==> src/rtl/led_blink_ctrl.sv <==
// led_blink_ctrl: multi-channel LED pattern generator.
// Each channel runs OFF, ON, continuous BLINK or counted BURST from a live
// register set. Configuration writes land in a per-channel shadow set and are
// committed either immediately (idle channel) or at the next period wrap, so a
// running pattern never shows a truncated or stretched period.
module led_blink_ctrl #(
    parameter int unsigned CHANNELS   = 4,
    parameter int unsigned CNT_W      = 32,
    parameter int unsigned PRESCALE   = 1,
    parameter logic [1:0]  DEF_MODE   = 2'b10,
    parameter int unsigned DEF_PERIOD = 100_000_000,
    parameter int unsigned DEF_ON     = 50_000_000,
    localparam int unsigned CH_W      = (CHANNELS > 1) ? $clog2(CHANNELS) : 1
) (
    input  logic                clk,
    input  logic                rst,
    input  logic                start,
    input  logic                cfg_we,
    input  logic [CH_W-1:0]     cfg_ch,
    input  logic [1:0]          cfg_mode,
    input  logic [CNT_W-1:0]    cfg_period,
    input  logic [CNT_W-1:0]    cfg_on,
    input  logic [7:0]          cfg_count,
    output logic [CHANNELS-1:0] led,
    output logic [CHANNELS-1:0] busy,
    output logic [CHANNELS-1:0] done
);

    typedef enum logic [1:0] {
        MODE_OFF   = 2'b00,
        MODE_ON    = 2'b01,
        MODE_BLINK = 2'b10,
        MODE_BURST = 2'b11
    } mode_t;

    localparam int unsigned        PS_W    = (PRESCALE > 1) ? $clog2(PRESCALE) : 1;
    localparam logic [PS_W-1:0]    PS_LAST = PS_W'(PRESCALE - 1);
    localparam mode_t              RST_MODE   = mode_t'(DEF_MODE);
    localparam logic [CNT_W-1:0]   RST_PERIOD = CNT_W'(DEF_PERIOD);
    localparam logic [CNT_W-1:0]   RST_ON     = CNT_W'(DEF_ON);

    // Shared prescaler: one tick every PRESCALE clocks while start is high.
    logic [PS_W-1:0] presc_reg;
    logic            tick;

    assign tick = start && (presc_reg == PS_LAST);

    // Prescaler counts 0..PRESCALE-1 and freezes when start is low.
    always_ff @(posedge clk) begin
        if (rst) begin
            presc_reg <= '0;
        end else if (start) begin
            if (presc_reg == PS_LAST) begin
                presc_reg <= '0;
            end else begin
                presc_reg <= presc_reg + PS_W'(1);
            end
        end
    end

    for (genvar gi = 0; gi < CHANNELS; gi++) begin : g_ch
        // Live configuration and run state.
        mode_t            mode_reg, mode_next;
        logic [CNT_W-1:0] period_reg, period_next;
        logic [CNT_W-1:0] on_reg, on_next;
        logic [CNT_W-1:0] cnt_reg, cnt_next;
        logic [7:0]       remaining_reg, remaining_next;
        // Shadow configuration waiting for a commit.
        mode_t            sh_mode_reg, sh_mode_next;
        logic [CNT_W-1:0] sh_period_reg, sh_period_next;
        logic [CNT_W-1:0] sh_on_reg, sh_on_next;
        logic [7:0]       sh_count_reg, sh_count_next;
        logic             pending_reg, pending_next;
        // First edge after reset starts the default configuration.
        logic             init_reg;
        // Registered outputs.
        logic             led_reg, led_next;
        logic             busy_reg, busy_next;
        logic             done_reg, done_next;

        logic             wr_hit;
        logic             running;
        logic             wrap;
        logic             commit;
        logic [CNT_W-1:0] period_eff;
        logic [CNT_W-1:0] cnt_inc;

        // Out-of-range channel numbers simply never match any channel.
        assign wr_hit     = cfg_we && (cfg_ch == CH_W'(gi));
        // A period below 2 would leave no room for both levels; clamp it.
        assign period_eff = (period_reg < CNT_W'(2)) ? CNT_W'(2) : period_reg;
        assign cnt_inc    = cnt_reg + CNT_W'(1);
        assign wrap       = (cnt_reg == (period_eff - CNT_W'(1)));
        // OFF, ON and an exhausted BURST are idle and accept commits at once.
        assign running    = (mode_reg == MODE_BLINK) ||
                            ((mode_reg == MODE_BURST) && (remaining_reg != 8'd0));
        assign commit     = !init_reg && pending_reg && (!running || (tick && wrap));

        // Next-state logic: start-up, commit, advance, then shadow write.
        always_comb begin
            mode_next      = mode_reg;
            period_next    = period_reg;
            on_next        = on_reg;
            cnt_next       = cnt_reg;
            remaining_next = remaining_reg;
            sh_mode_next   = sh_mode_reg;
            sh_period_next = sh_period_reg;
            sh_on_next     = sh_on_reg;
            sh_count_next  = sh_count_reg;
            pending_next   = pending_reg;
            led_next       = led_reg;
            busy_next      = busy_reg;
            done_next      = 1'b0;

            if (init_reg) begin
                // Bring the reset configuration up without consuming a tick.
                cnt_next  = '0;
                busy_next = running;
                if (running) begin
                    led_next = (on_reg != '0);
                end else begin
                    led_next = (mode_reg == MODE_ON);
                end
            end else if (commit) begin
                mode_next      = sh_mode_reg;
                period_next    = sh_period_reg;
                on_next        = sh_on_reg;
                remaining_next = sh_count_reg;
                cnt_next       = '0;
                pending_next   = 1'b0;
                case (sh_mode_reg)
                    MODE_OFF: begin
                        led_next  = 1'b0;
                        busy_next = 1'b0;
                    end
                    MODE_ON: begin
                        led_next  = 1'b1;
                        busy_next = 1'b0;
                    end
                    MODE_BLINK: begin
                        led_next  = (sh_on_reg != '0);
                        busy_next = 1'b1;
                    end
                    MODE_BURST: begin
                        if (sh_count_reg == 8'd0) begin
                            // An empty burst finishes on the commit edge.
                            led_next  = 1'b0;
                            busy_next = 1'b0;
                            done_next = 1'b1;
                        end else begin
                            led_next  = (sh_on_reg != '0);
                            busy_next = 1'b1;
                        end
                    end
                    default: begin
                        led_next  = 1'b0;
                        busy_next = 1'b0;
                    end
                endcase
            end else if (running && tick) begin
                if (wrap) begin
                    cnt_next = '0;
                    if ((mode_reg == MODE_BURST) && (remaining_reg == 8'd1)) begin
                        // Last burst period just ended.
                        remaining_next = 8'd0;
                        led_next       = 1'b0;
                        busy_next      = 1'b0;
                        done_next      = 1'b1;
                    end else begin
                        if (mode_reg == MODE_BURST) begin
                            remaining_next = remaining_reg - 8'd1;
                        end
                        led_next = (on_reg != '0);
                    end
                end else begin
                    cnt_next = cnt_inc;
                    led_next = (cnt_inc < on_reg);
                end
            end

            // A write in the same cycle as a commit becomes the next pending set.
            if (wr_hit) begin
                sh_mode_next   = mode_t'(cfg_mode);
                sh_period_next = cfg_period;
                sh_on_next     = cfg_on;
                sh_count_next  = cfg_count;
                pending_next   = 1'b1;
            end
        end

        // Channel state registers with synchronous reset to the defaults.
        always_ff @(posedge clk) begin
            if (rst) begin
                mode_reg      <= RST_MODE;
                period_reg    <= RST_PERIOD;
                on_reg        <= RST_ON;
                cnt_reg       <= '0;
                remaining_reg <= 8'd0;
                sh_mode_reg   <= RST_MODE;
                sh_period_reg <= RST_PERIOD;
                sh_on_reg     <= RST_ON;
                sh_count_reg  <= 8'd0;
                pending_reg   <= 1'b0;
                init_reg      <= 1'b1;
                led_reg       <= 1'b0;
                busy_reg      <= 1'b0;
                done_reg      <= 1'b0;
            end else begin
                mode_reg      <= mode_next;
                period_reg    <= period_next;
                on_reg        <= on_next;
                cnt_reg       <= cnt_next;
                remaining_reg <= remaining_next;
                sh_mode_reg   <= sh_mode_next;
                sh_period_reg <= sh_period_next;
                sh_on_reg     <= sh_on_next;
                sh_count_reg  <= sh_count_next;
                pending_reg   <= pending_next;
                init_reg      <= 1'b0;
                led_reg       <= led_next;
                busy_reg      <= busy_next;
                done_reg      <= done_next;
            end
        end

        assign led[gi]  = led_reg;
        assign busy[gi] = busy_reg;
        assign done[gi] = done_reg;
    end

endmodule
==> config.mk <==
export PLATFORM = sky130hd
export DESIGN_NAME = led_blink_ctrl
export DESIGN_NICKNAME = d
export VERILOG_FILES = /design/src/rtl/led_blink_ctrl.sv
export SDC_FILE = /design/constraint.sdc
export NUM_CORES = 2
export LEC_CHECK = 0
export BUFFER_PORTS_ARGS = -buffer_cell sky130_fd_sc_hd__buf_2
export CORE_UTILIZATION = 60
export DETAILED_ROUTE_END_ITERATION = 12
export PLACE_DENSITY_LB_ADDON = 0.25
export SLEW_MARGIN = 0
export SYNTH_ARGS = -nofsm -noshare
export SYNTH_HDL_FRONTEND = slang
export SYNTH_SLANG_ARGS = --single-unit
==> constraint.sdc <==
create_clock -name clk -period 10.1 [get_ports clk]
set_clock_uncertainty 0.1 [all_clocks]
set_input_delay 0.505 -clock clk [delete_from_list [all_inputs] [get_ports clk]]
set_output_delay 0.505 -clock clk [all_outputs]
set_load 0.005 [all_outputs]
; After elaboration in Yosys (flattened, before gate mapping)
; Cells that the tools add are included.
[word_totals]
register_bits = 738
input_bits = 80
output_inout_bits = 12
elab_cells = 358
[op_classes]
addsub = 13
n_lt_le_gt_ge = 8
eq_ne = 39
mux = 126
bitwise = 2
n_reduce_logical = 116
[op_table]
columns = operator, count
row1 = 32-bit two-way mux, 8
row2 = 32-bit nonzero test, 8
row3 = 8-bit two-way mux, 20
row4 = 32-bit by 1-bit adder with 32-bit output (second input constant), 4
row5 = 32-bit == test, 4
row6 = 32-bit by 2-bit < comparator with 1-bit output (second input constant), 4
row7 = 32-bit < comparator, 4
row8 = 32-bit by 1-bit subtractor with 32-bit output (second input constant), 4
row9 = 1-bit two-way mux, 90
row10 = 3-bit nonzero test, 16
row11 = 2-bit == test (second input constant), 18
row12 = 8-bit by 1-bit == test with 1-bit output (second input constant), 4
row13 = 8-bit logical NOT, 4
row14 = 8-bit nonzero test, 4
row15 = 8-bit by 1-bit subtractor with 8-bit output (second input constant), 4
row16 = 1-bit logical AND, 29
row17 = 2-bit nonzero test, 12
row18 = 2-bit by 1-bit == test with 1-bit output (second input constant), 9
row19 = 1-bit one-hot mux with 4 select lines, 4
row20 = 2-bit AND reduction, 8
row21 = 4-bit AND reduction, 4
row22 = 1-bit one-hot mux with 3 select lines, 4
row23 = 3-bit AND reduction, 4
row24 = 3-bit OR reduction, 4
row25 = 8 further kinds, 30

; Logic depth before layout (Yosys ltp)
[depth]
depth_word = 10
mapped_depth = 22
ltp_nobuf = 20

; Least setup slack after synthesis
; No wires, ideal clock.
[synth_timing]
kind = flip-flop to flip-flop
from = register g_ch[2].period_reg[13]
to = register g_ch[2].mode_reg[0]
setup_time_ps = 132
t_arrival_ps = 5584
t_required_ps = 9868
path_slack_ps = 4284
path_stages_with_launch = 22
n_path_buf = 4
period_less_slack_ps = 5816
cell_sequence = dfxtp_1 -> clkbuf_1 -> nor4_1 -> nand3_1 -> nor4_2 -> and2_1 -> nand2b_1 -> ha_1 -> nor3b_1 -> nand4_1 -> nor4_1 -> xnor2_1 -> or4b_2 -> nor4_1 -> and4_1 -> a21oi_1 -> or3b_1 -> clkbuf_1 -> buf_2 -> clkbuf_1 -> nand2_1 -> a21oi_1
[synth_via]
elab_chain_cells = 8
[synth_rtl]
columns = item, line_no
row1 = "start, declared", 64  ; logic [CNT_W-1:0] period_reg, period_next;
row2 = "start signal, assigned", 210  ; period_reg <= period_next;
row3 = 32-bit by 2-bit < comparator with 1-bit output, 91  ; assign period_eff = (period_reg < CNT_W'(2)) ? CNT_W'(2) : period_reg;
row4 = 32-bit two-way mux (*), 91
row5 = 32-bit by 1-bit subtractor with 32-bit output (*), 93  ; assign wrap = (cnt_reg == (period_eff - CNT_W'(1)));
row6 = 32-bit == test (*), 93
row7 = 1-bit logical AND (*), 97  ; assign commit = !init_reg && pending_reg && (!running || (tick && wrap));
row8 = 1-bit logical OR (*), 97
row9 = 1-bit logical AND (*), 97
row10 = 2-bit AND reduction (no line) (*), n/a
row11 = "end signal, assigned", 209  ; mode_reg <= mode_next;
row12 = "end, declared", 63  ; mode_t mode_reg, mode_next;
; Every way passes the cells marked *; elsewhere a longest branch is shown, timed or not.
; A chain may end at the register's enable or synchronous reset.

; Final worst setup path
[layout_timing]
from = register g_ch[2].period_reg[13]
to = register g_ch[2].done_reg
[layout_via]
elab_chain_cells = 8
word_cells_on_any_way = 10
cone_classes = add/sub: 1 / order compare: 1 / eq/ne: 1 / mux: 4 / reduce/logical: 3
[layout_rtl]
columns = item, line_no
row1 = 32-bit by 2-bit < comparator with 1-bit output, 91
row2 = 32-bit two-way mux (*), 91
row3 = 32-bit by 1-bit subtractor with 32-bit output (*), 93
row4 = 32-bit == test (*), 93
row5 = 1-bit logical AND, 97
row6 = 1-bit logical OR, 97
row7 = 1-bit logical AND, 97
row8 = 1-bit two-way mux (*), 124  ; end else if (commit) begin
row9 = "end signal, assigned", 222  ; done_reg <= done_next;
row10 = "end, declared", 79  ; logic done_reg, done_next;
; Marked as above.

==> results.tsv <==
stage	metric	value	unit
worst_setup_path	Critical-path top delay cell	or3b_2	
worst_setup_path	Worst Path Buf+Inv	2	
layout	# diodes	0	
sta	Final Worst Setup Slack	2.66	ns
clock_network	Worst-path clk slew	0.06	ns
logic_synthesis	number of enable flip-flop cells after synthesis	0	
routing	post-route ant nets	0	
logic_synthesis	Syn Nets	5350	
pwr	Leak	16.0	nW
pwr	pwr/cell area	154	nW/um^2
clock_network	clk root buf	clkbuf_16	
worst_setup_path	Crit path required time	10.57	ns
worst_setup_path	CP max stage delay	0.76	ns
routing	initial drt markers	3957	
sta	Slew Limit Fails	0	
run_status	status	complete, no violations	
logic_synthesis	Post-Syn Area	38400	sq um
sta	RSZ-0062 raised after global routing	no	
routing	DR WL/cell	20.8	microns
routing	WL final	122000	microns
logic_synthesis	Seq/Total Area, Yosys	0.384	
clock_network	clock tree buffer depth	3	
clock_network	Worst-Skew Late Latency	0.63	ns
worst_setup_path	Crit Path Max Fanout	42	
routing	DR pass1 iterations	9	
routing	vias	36600	
die	I/O pins	92	
die	Starting Density	0.608	
worst_setup_path	endpoint class of the critical path	register	
routing	DRC errors left	0	
logic_synthesis	Syn Inst Count	5130	
sta	Finish-stage setup viols	0	
logic_synthesis	ys flop type	dfxtp_1	
sta	relative slew slack	0.316	
logic_synthesis	asr flop ratio synth	0	
worst_setup_path	CP Launch Type	register	
sta	fmax	134	MHz
global_routing	Total GRT Usage	0.370	
logic_synthesis	post-synthesis cell type count	83	
flow_run	# Max-Cap Violations	0	
routing	number of vias per cell	6.22	
worst_setup_path	CP arrival	7.91	ns
worst_hold_path	Hold WC Path Type	primary input to register	
sta	Tmin final	7.44	ns
global_routing	GRT overflow	0	
worst_setup_path	CP most frequent cell	nor4_1	
layout	nets@finish	5204	
sta	Worst Max-Slew Pin Slew	1.02	ns
clock_network	PostCTS Resize Cnt	0	
worst_setup_path	CP cell instances	nor4_1 -> nand3_1 -> nor4_2 -> and2_1 -> nand2b_1 -> ha_1 -> nor3b_1 -> nand4_1 -> nor4_1 -> xnor2_1 -> or4b_2 -> nor4_1 -> and4_1 -> buf_4 -> a21oi_1 -> or3b_2 -> buf_4 -> nor3_1 -> o21a_1	
sta	fin crit share	0.737	
place	post-DP HPWL	85500	microns
worst_setup_path	delay-heaviest family, CP	simple AND/OR/NAND/NOR gates	
global_routing	initial antenna violation count	1	
place	GP Congestion	0.979	
sta	final setup TNS	0	ns
layout	P&R area growth vs syn	8.52	%
die	die height	255	microns
clock_network	clk sinks	737	
clock_network	CTS tree	built	
global_routing	largest net degree at the start of global routing	98	
global_routing	first-pass GRT wire length	188000	microns
die	Die Area	65000	sq um
die	core area	63200	sq um
clock_network	Num CTS Buffers	79	
place	buffers added on ports	91	
sta	Hold Violations, Final	0	
layout	layout cells sized above 1	0.0631	
worst_setup_path	kind of critical path	register to register	
global_routing	vias in the first global route	32500	
die	std cell rows	92	
logic_synthesis	Synth Area per Inst	7.49	sq um
logic_synthesis	Ys Warns	0	
die	Die X	255	microns
pwr	VDD IR max	0.181	mV
place	Placement Setup Slack	2.85	ns
clock_network	hold_buf cts	0	
clock_network	CTS H-tree depth	3	
logic_synthesis	Seq cells post-synth	737	
clock_network	Post-CTS Setup Inserts	0	
==> cells in the mapped netlist (69+ instances only) <==
library cell  number  area share
nor4_1           129       0.021
xnor2_1          151       0.034
o21ai_0          124       0.016
nand2_1         1285        0.13
a21oi_1          542       0.071
o211ai_1          71       0.014
clkbuf_1         318       0.031
xor2_1           126       0.029
nand3_1          236       0.031
nor2_1           272       0.027
nor3_1            79       0.010
ha_1             140       0.046
inv_1            169       0.017
and3_1            69       0.011
dfxtp_1          737        0.38
==> worst register-to-register path, cell delays in order (launching register included) <==
cell and delay (ns):
dfxtp_1 0.38, nor4_1 0.71, nand3_1 0.42, nor4_2 0.75, and2_1 0.26, nand2b_1 0.12, ha_1 0.22, nor3b_1 0.47
nand4_1 0.44, nor4_1 0.40, xnor2_1 0.11, or4b_2 0.67, nor4_1 0.16, and4_1 0.22, buf_4 0.28, a21oi_1 0.17
or3b_2 0.76, buf_4 0.38, nor3_1 0.25, o21a_1 0.13
==> per-stage QoR <==
step                 util  hold WS, ns  power (mW)  area, sq um  cells
CTS                 0.660       0.0780        6.41        41700   5889
global route        0.660       0.0903        6.55        41700   5889
finish              0.660       0.0912        6.41        41700   5889
global placement    0.615        0.340        3.34        38900   5748
detailed placement  0.616        0.341        3.35        38900   5749
floorplan               -        0.332        3.21        38400   5130
==> path summary, 6_finish.rpt <==
kind	endpoint	cells after the start	slack, ns	start
worst max register to register	g_ch[2].done_reg$_SDFF_PP0_	19	2.66	g_ch[2].period_reg[13]$_SDFFE_PP1P_
worst min-delay path	g_ch[3].sh_period_reg[24]$_SDFFE_PP1P_	3	0.09	cfg_period[24]
worst max-delay path	g_ch[2].done_reg$_SDFF_PP0_	19	2.66	g_ch[2].period_reg[13]$_SDFFE_PP1P_
worst min register to register	g_ch[0].period_reg[9]$_SDFFE_PP0P_	2	0.34	g_ch[0].sh_period_reg[9]$_SDFFE_PP0P_
==> routing by layer <==
metal  GRT usage  wire length (microns)  vias up
met4       0.198                   7300        2
met1       0.497                  50500    17200
li1            -                      -    17400
met5           0                     19        -
met2       0.571                  54000     1629
met3      0.0598                  10700      338
==> report_power, final <==
group	switching, mW	total (mW)	internal [mW]
registers	0.0511	3.01	2.96
clock network	1.23	3.12	1.89
logic	0.217	0.285	0.0682
total	1.50	6.41	4.91
==> logic make-up after synthesis <==
group / synth area share
adders and majority gates: 0.0456
and+or+nand+nor: 0.293
DFF: 0.384
xor gates and xnor gates: 0.0632
muxes: 0.00541
buffers and inverters: 0.0545
AOI/OAI and AO/OA: 0.155
==> final cells by class <==
| cell class | instances | area [sq um] |
|---|---|---|
| Sequential cell | 737 | 14800 |
| Inverter | 169 | 639 |
| Clock buffer | 114 | 2370 |
| Fill cell | 5441 | 21500 |
| Tap cell | 846 | 1060 |
| Timing Repair Buffer | 137 | 831 |
| Multi-Input combinational cell | 3860 | 21600 |
| Clock inverter | 26 | 410 |
==> placed cells by master, fill, tap and decap left out, types with 51 or more instances in the layout <==
cell type / count
nand3_1: 235
a21oi_1: 542
nand2_1: 1285
nand3b_1: 51
ha_1: 140
and3_1: 68
dfxtp_1: 737
nor3_1: 79
buf_2: 90
nor4_1: 129
nor2_1: 268
inv_1: 168
o21ai_0: 124
xor2_1: 126
o211ai_1: 71
nand4_1: 64
clkbuf_16: 82
xnor2_1: 151
(Power assumes the default switching activity.)
